## config.mk

```make
export PLATFORM = sky130hd
export DESIGN_NAME = axis_pkt_gen
export DESIGN_NICKNAME = d
export VERILOG_FILES = /design/src/rtl/axis_pkt_gen.sv
export SDC_FILE = /design/constraint.sdc
export NUM_CORES = 1
export LEC_CHECK = 0
export ABC_AREA = 1
export BUFFER_PORTS_ARGS = -buffer_cell sky130_fd_sc_hd__buf_2
export CAP_MARGIN = 0
export CORE_MARGIN = 4
export CORE_UTILIZATION = 55
export CTS_CLUSTER_SIZE = 24
export DETAILED_ROUTE_END_ITERATION = 7
export MAX_ROUTING_LAYER = met4
export PLACE_DENSITY = 0.77
export SETUP_SLACK_MARGIN = 0.1
export SLEW_MARGIN = 20
export SYNTH_ARGS = -nofsm -noshare
export SYNTH_HDL_FRONTEND = slang
export SYNTH_SLANG_ARGS = --single-unit
```

## constraint.sdc

```tcl
create_clock -name clk -period 5.3 [get_ports clk]
set_input_delay 0.53 -clock clk [delete_from_list [all_inputs] [get_ports clk]]
set_output_delay 0.53 -clock clk [all_outputs]
set_load 0.03 [all_outputs]
```

## src/rtl/axis_pkt_gen.sv

```systemverilog
// AXI-Stream packet source: emits cfg_count packets of cfg_len beats whose tdata is a
// running beat counter, with a configurable idle gap after each packet.
module axis_pkt_gen #(
  parameter int unsigned c_WIDTH     = 8,
  parameter int unsigned c_LEN_WIDTH = 16,
  parameter int unsigned c_GAP_WIDTH = 8
) (
  input  logic                   clk,
  input  logic                   rst,
  input  logic                   start,
  input  logic [c_LEN_WIDTH-1:0] cfg_len,
  input  logic [c_LEN_WIDTH-1:0] cfg_count,
  input  logic [c_GAP_WIDTH-1:0] cfg_gap,
  output logic [c_WIDTH-1:0]     m_axis_tdata,
  output logic                   m_axis_tvalid,
  input  logic                   m_axis_tready,
  output logic                   m_axis_tlast,
  output logic                   busy,
  output logic                   done,
  output logic [c_LEN_WIDTH-1:0] pkt_sent
);

  localparam int unsigned W  = c_WIDTH;
  localparam int unsigned LW = c_LEN_WIDTH;
  localparam int unsigned GW = c_GAP_WIDTH;

  typedef enum logic [1:0] {IDLE, SEND, GAP, FIN} state_t;

  state_t          state, state_next;
  logic [LW-1:0]   len_q, count_q, beat_idx;
  logic [GW-1:0]   gap_q, gap_cnt;

  logic [W-1:0]    tdata_next;
  logic            tvalid_next, tlast_next, busy_next, done_next;
  logic [LW-1:0]   pkt_sent_next, len_next, count_next, beat_next;
  logic [GW-1:0]   gap_next, gap_cnt_next;

  logic            hs_c, last_hs_c, final_c;
  logic [LW-1:0]   start_len_c;

  assign hs_c        = m_axis_tvalid & m_axis_tready;
  assign last_hs_c   = hs_c & m_axis_tlast;
  assign final_c     = (pkt_sent + LW'(1)) == count_q;
  assign start_len_c = (cfg_len == '0) ? LW'(1) : cfg_len;

  // State and datapath registers
  always_ff @(posedge clk or negedge rst) begin
    if (!rst) begin
      state         <= IDLE;
      m_axis_tdata  <= '0;
      m_axis_tvalid <= 1'b0;
      m_axis_tlast  <= 1'b0;
      busy          <= 1'b0;
      done          <= 1'b0;
      pkt_sent      <= '0;
      beat_idx      <= '0;
      gap_cnt       <= '0;
      len_q         <= '0;
      count_q       <= '0;
      gap_q         <= '0;
    end else begin
      state         <= state_next;
      m_axis_tdata  <= tdata_next;
      m_axis_tvalid <= tvalid_next;
      m_axis_tlast  <= tlast_next;
      busy          <= busy_next;
      done          <= done_next;
      pkt_sent      <= pkt_sent_next;
      beat_idx      <= beat_next;
      gap_cnt       <= gap_cnt_next;
      len_q         <= len_next;
      count_q       <= count_next;
      gap_q         <= gap_next;
    end
  end

  // Next-state logic
  always_comb begin
    state_next = state;
    case (state)
      IDLE: if (start) state_next = (cfg_count == '0) ? FIN : SEND;
      SEND: begin
        if (last_hs_c) begin
          if (final_c)            state_next = FIN;
          else if (gap_q != '0)   state_next = GAP;
        end
      end
      GAP:  if (gap_cnt == '0) state_next = SEND;
      FIN:  state_next = IDLE;
      default: state_next = IDLE;
    endcase
  end

  // Next values of the registered outputs and counters
  always_comb begin
    tdata_next    = m_axis_tdata;
    tlast_next    = m_axis_tlast;
    pkt_sent_next = pkt_sent;
    beat_next     = beat_idx;
    gap_cnt_next  = gap_cnt;
    len_next      = len_q;
    count_next    = count_q;
    gap_next      = gap_q;
    case (state)
      IDLE: begin
        if (start) begin
          len_next      = start_len_c;
          count_next    = cfg_count;
          gap_next      = cfg_gap;
          tdata_next    = '0;
          pkt_sent_next = '0;
          beat_next     = '0;
          tlast_next    = (start_len_c == LW'(1));
        end
      end
      SEND: begin
        if (hs_c) begin
          tdata_next = m_axis_tdata + W'(1);
          if (m_axis_tlast) begin
            pkt_sent_next = pkt_sent + LW'(1);
            beat_next     = '0;
            tlast_next    = (len_q == LW'(1));
            gap_cnt_next  = gap_q - GW'(1);
          end else begin
            beat_next  = beat_idx + LW'(1);
            tlast_next = ((beat_idx + LW'(2)) == len_q);
          end
        end
      end
      GAP: begin
        if (gap_cnt == '0) tlast_next = (len_q == LW'(1));
        else               gap_cnt_next = gap_cnt - GW'(1);
      end
      default: ;
    endcase
    // tlast is only meaningful alongside tvalid
    if (state_next != SEND) tlast_next = 1'b0;
    tvalid_next = (state_next == SEND);
    busy_next   = (state_next == SEND) || (state_next == GAP);
    done_next   = (state_next == FIN);
  end

endmodule

```

==> impl_metrics.env <==
export IMPL_syn_num_nets=791
export IMPL_syn_inst=737
export IMPL_peakVddDrop_uv=257
export IMPL_synth_mux_area_share_pct=0.366
export IMPL_cp_endpoint="m_axis_tlast"
export IMPL_path_max_fanout=5
export IMPL_first_pass_iters=5
export IMPL_cp_cell_sequence="ha_1 > nand2_2 > nor2_2 > nand2_1 > nand2_1 > nand2_1 > xnor2_1 > nor2_1 > nand3_1 > o21bai_1 > nand2_1 > a21oi_2 > ha_1 > nor3b_1 > nand2_1 > nand2_1"
export IMPL_max_freq_mhz=358
export IMPL_synth_edff_count=0
export IMPL_start_kind="flop"
export IMPL_wl_um=13900
export IMPL_cp_slowest_cell="dfrtp_1"
export IMPL_synth_area_leader_cell="dfrtp_1"
export IMPL_via_per_inst=5.45
export IMPL_fin_area_um2=6100
export IMPL_dp_hpwl_um=10300
export IMPL_finalHoldViolations=0
export IMPL_slowest_delay_ns=0.48
export IMPL_h_tree_depth=3
export IMPL_critical_path_class="reg -> reg"
export IMPL_cap_violations=0
export IMPL_setup_viol=0
export IMPL_clkSinkCount=94
export IMPL_netlist_area_um2=5470
export IMPL_clk_pin_slew_ns=0.09
export IMPL_wl_per_cell_um=14.8
export IMPL_detail_route_iter0_violations=288
export IMPL_die_area_um2=11600
export IMPL_maxSlewHeadroom_pct=56.7
export IMPL_core_area_um2=9730
export IMPL_synth_seq_area_share_pct=43.0
export IMPL_mostFrequentLayoutCells="212 x nand2_1, 94 x dfrtp_1, 88 x inv_1"
export IMPL_clock_latency_ns=0.37
export IMPL_power_density_nw_per_um2=460
export IMPL_synth_top_family_by_area="simple AND/OR/NAND/NOR gates"
export IMPL_status="completed"
export IMPL_cp_required_ns=5.62
export IMPL_dieHeight_um=108
export IMPL_synthArstFlopShare_pct=100
export IMPL_cts_max_path_buffers=2
export IMPL_fillers=883
export IMPL_cts_tree="yes"
export IMPL_cts_resized=0
export IMPL_yosysUniqueCellTypes=45
export IMPL_ff2ff_setup_slack_ns=2.50
export IMPL_layout_commonest_cell="nand2_1"
export IMPL_drive_gt1_share_pct=14.2
export IMPL_row_count=36
export IMPL_io_buffers=71
export IMPL_tightestPinTransition_ns=0.648
export IMPL_placed_area_um2=5930
export IMPL_crit_top_cell="nand2_1"
export IMPL_area_growth_syn_to_layout_pct=11.5
export IMPL_finalCritPeriodShare_pct=52.7
export IMPL_end_kind="flop"
export IMPL_synthAdderAreaFrac_pct=2.29
export IMPL_timing_rr_end="m_axis_tlast"
export IMPL_grt_pass1_vias=5095
export IMPL_hold_class="in -> async"
export IMPL_leakagePower_nw=3.03
export IMPL_synth_compound_area_share_pct=10.6
export IMPL_yosysWarnings=0
export IMPL_synth_area_leaders="dfrtp_1 43%, nand2_1 15%, inv_1 6.0%"
export IMPL_ant_nets=0
export IMPL_synth_ff_type="dfrtp_1"
export IMPL_synth_xor_area_share_pct=4.49
export IMPL_slew_viol_final=0
export IMPL_place_gp_congestion=0.920
export IMPL_period_needed_ns=2.80
export IMPL_setup_tns_ns=0
export IMPL_r2r_start="pkt_sent[1]"
export IMPL_synthDominantCellAreaShare_pct=43.0
export IMPL_cts_root_buffer="clkbuf_8"
export IMPL_crit_family="simple AND/OR/NAND/NOR gates"
export IMPL_cts_setup_buffers=0
export IMPL_ys_seq_elements=94
export IMPL_grt_max_degree=49
export IMPL_critical_path_buf_inv_count=0
export IMPL_antenna_found_initial=0
export IMPL_synthSimpleGateAreaFrac_pct=31.3
export IMPL_antenna_cells=0
export IMPL_grt_overflow=0
export IMPL_final_nets=860
export IMPL_multi_input_area_um2=2680
export IMPL_seq_area_um2=2350
export IMPL_cp_arrival_ns=3.11
export IMPL_cts_hold_buf=0
export IMPL_syn_area_per_cell_um2=7.42
export IMPL_fin_worst_skew_ns=0.00920
export IMPL_dieWidth_um=108
export IMPL_grt_first_pass_wirelength_um=23300
export IMPL_cp_startpoint="pkt_sent[1]"
export IMPL_dr_total_vias=5137
export IMPL_floorplan_initialDensity_pct=56.2
export IMPL_rsz0062_at_grt="false"
export IMPL_num_io_pins=72
export IMPL_path_depth=16
export IMPL_grt_total_usage_pct=26.0
export IMPL_numCtsBuffers=9
export IMPL_drc_errors=0
export IMPL_ff2ff_path_depth=16
==> cell usage after synthesis, drive strengths merged (2+ instances only) <==
cell type and number:
inv 93, nand3 43, or2 3, clkbuf 8
a21boi 2, a31oi 3, nand4 11, nor3 13
buf 7, nor2 77, dfrtp 94, ha 10
a21oi 24, nand3b 8, xnor2 15, nor4 8
mux2i 2, xor2 13, o22ai 14, nand2 220
o21ai 56, and3 2, nor3b 2
==> state kept, by name, summed over array words and instances (netlist names) <==
| register | flops |
|---|---|
| done | 1 |
| beat_idx | 16 |
| m_axis_tdata | 8 |
| state | 2 |
| gap_cnt | 8 |
| m_axis_tvalid | 1 |
| len_q | 16 |
| gap_q | 8 |
| count_q | 16 |
| m_axis_tlast | 1 |
| pkt_sent | 16 |
| busy | 1 |
==> report_power, final <==
group / internal [W] / switching, W
Sequential: 0.000950 / 0.000209
Combinational: 0.000421 / 0.000788
Clock: 0.000194 / 0.000245
==> logic make-up (layout without fill, tap and decap cells) <==
kind of cell / after synthesis / count (layout)
AND/OR/NAND/NOR: 389 / 389
flip-flops: 94 / 94
XOR/XNOR: 28 / 28
adder cells (fa/ha/maj): 10 / 10
multiplexers: 2 / 2
AO/OA/AOI/OAI: 105 / 105
buffers and inverters: 109 / 182
==> cell type report <==
type | instances | area share (%)
clock buffer | 14 | 2.67
clock inverter | 1 | 0.0821
inverter | 94 | 5.81
multi-input combinational | 534 | 44.0
sequential | 94 | 38.6
tap | 133 | 2.73
timing repair buffer | 73 | 6.12
==> per-layer routing <==
metal	part of all wire (%)	wire length, µm	GRT usage, %
met1	44	6160	33.6
met2	48	6700	40.5
met3	6.1	852	5.70
met4	1.7	237	9.47
met5	0	0	-
==> metrics by stage <==
stage          total power, W  setup slack, ns  hold WS [ns]  util, %  cells
6_report              0.00281             2.50         0.164     62.7    943
5_1_grt               0.00303             2.26         0.196     62.7    943
4_1_cts               0.00281             2.55         0.194     62.7    943
3_5_place_dp          0.00236             2.58         0.491     60.9    928
3_3_place_gp          0.00230             2.63         0.483     60.9    928
2_1_floorplan         0.00204             2.85         0.234        -    737
==> worst min path at each step <==
stage	start	end	slack (ns)	cells after the start
floorplan	rst	beat_idx[0]	0.23	0
CTS	rst	beat_idx[6]	0.19	1
global route	rst	len_q[8]	0.20	1
finish	rst	len_q[11]	0.16	1
detailed placement	beat_idx[15]	beat_idx[15]	0.49	1
global placement	beat_idx[15]	beat_idx[15]	0.48	1
Power figures use the tool's default switching activity.
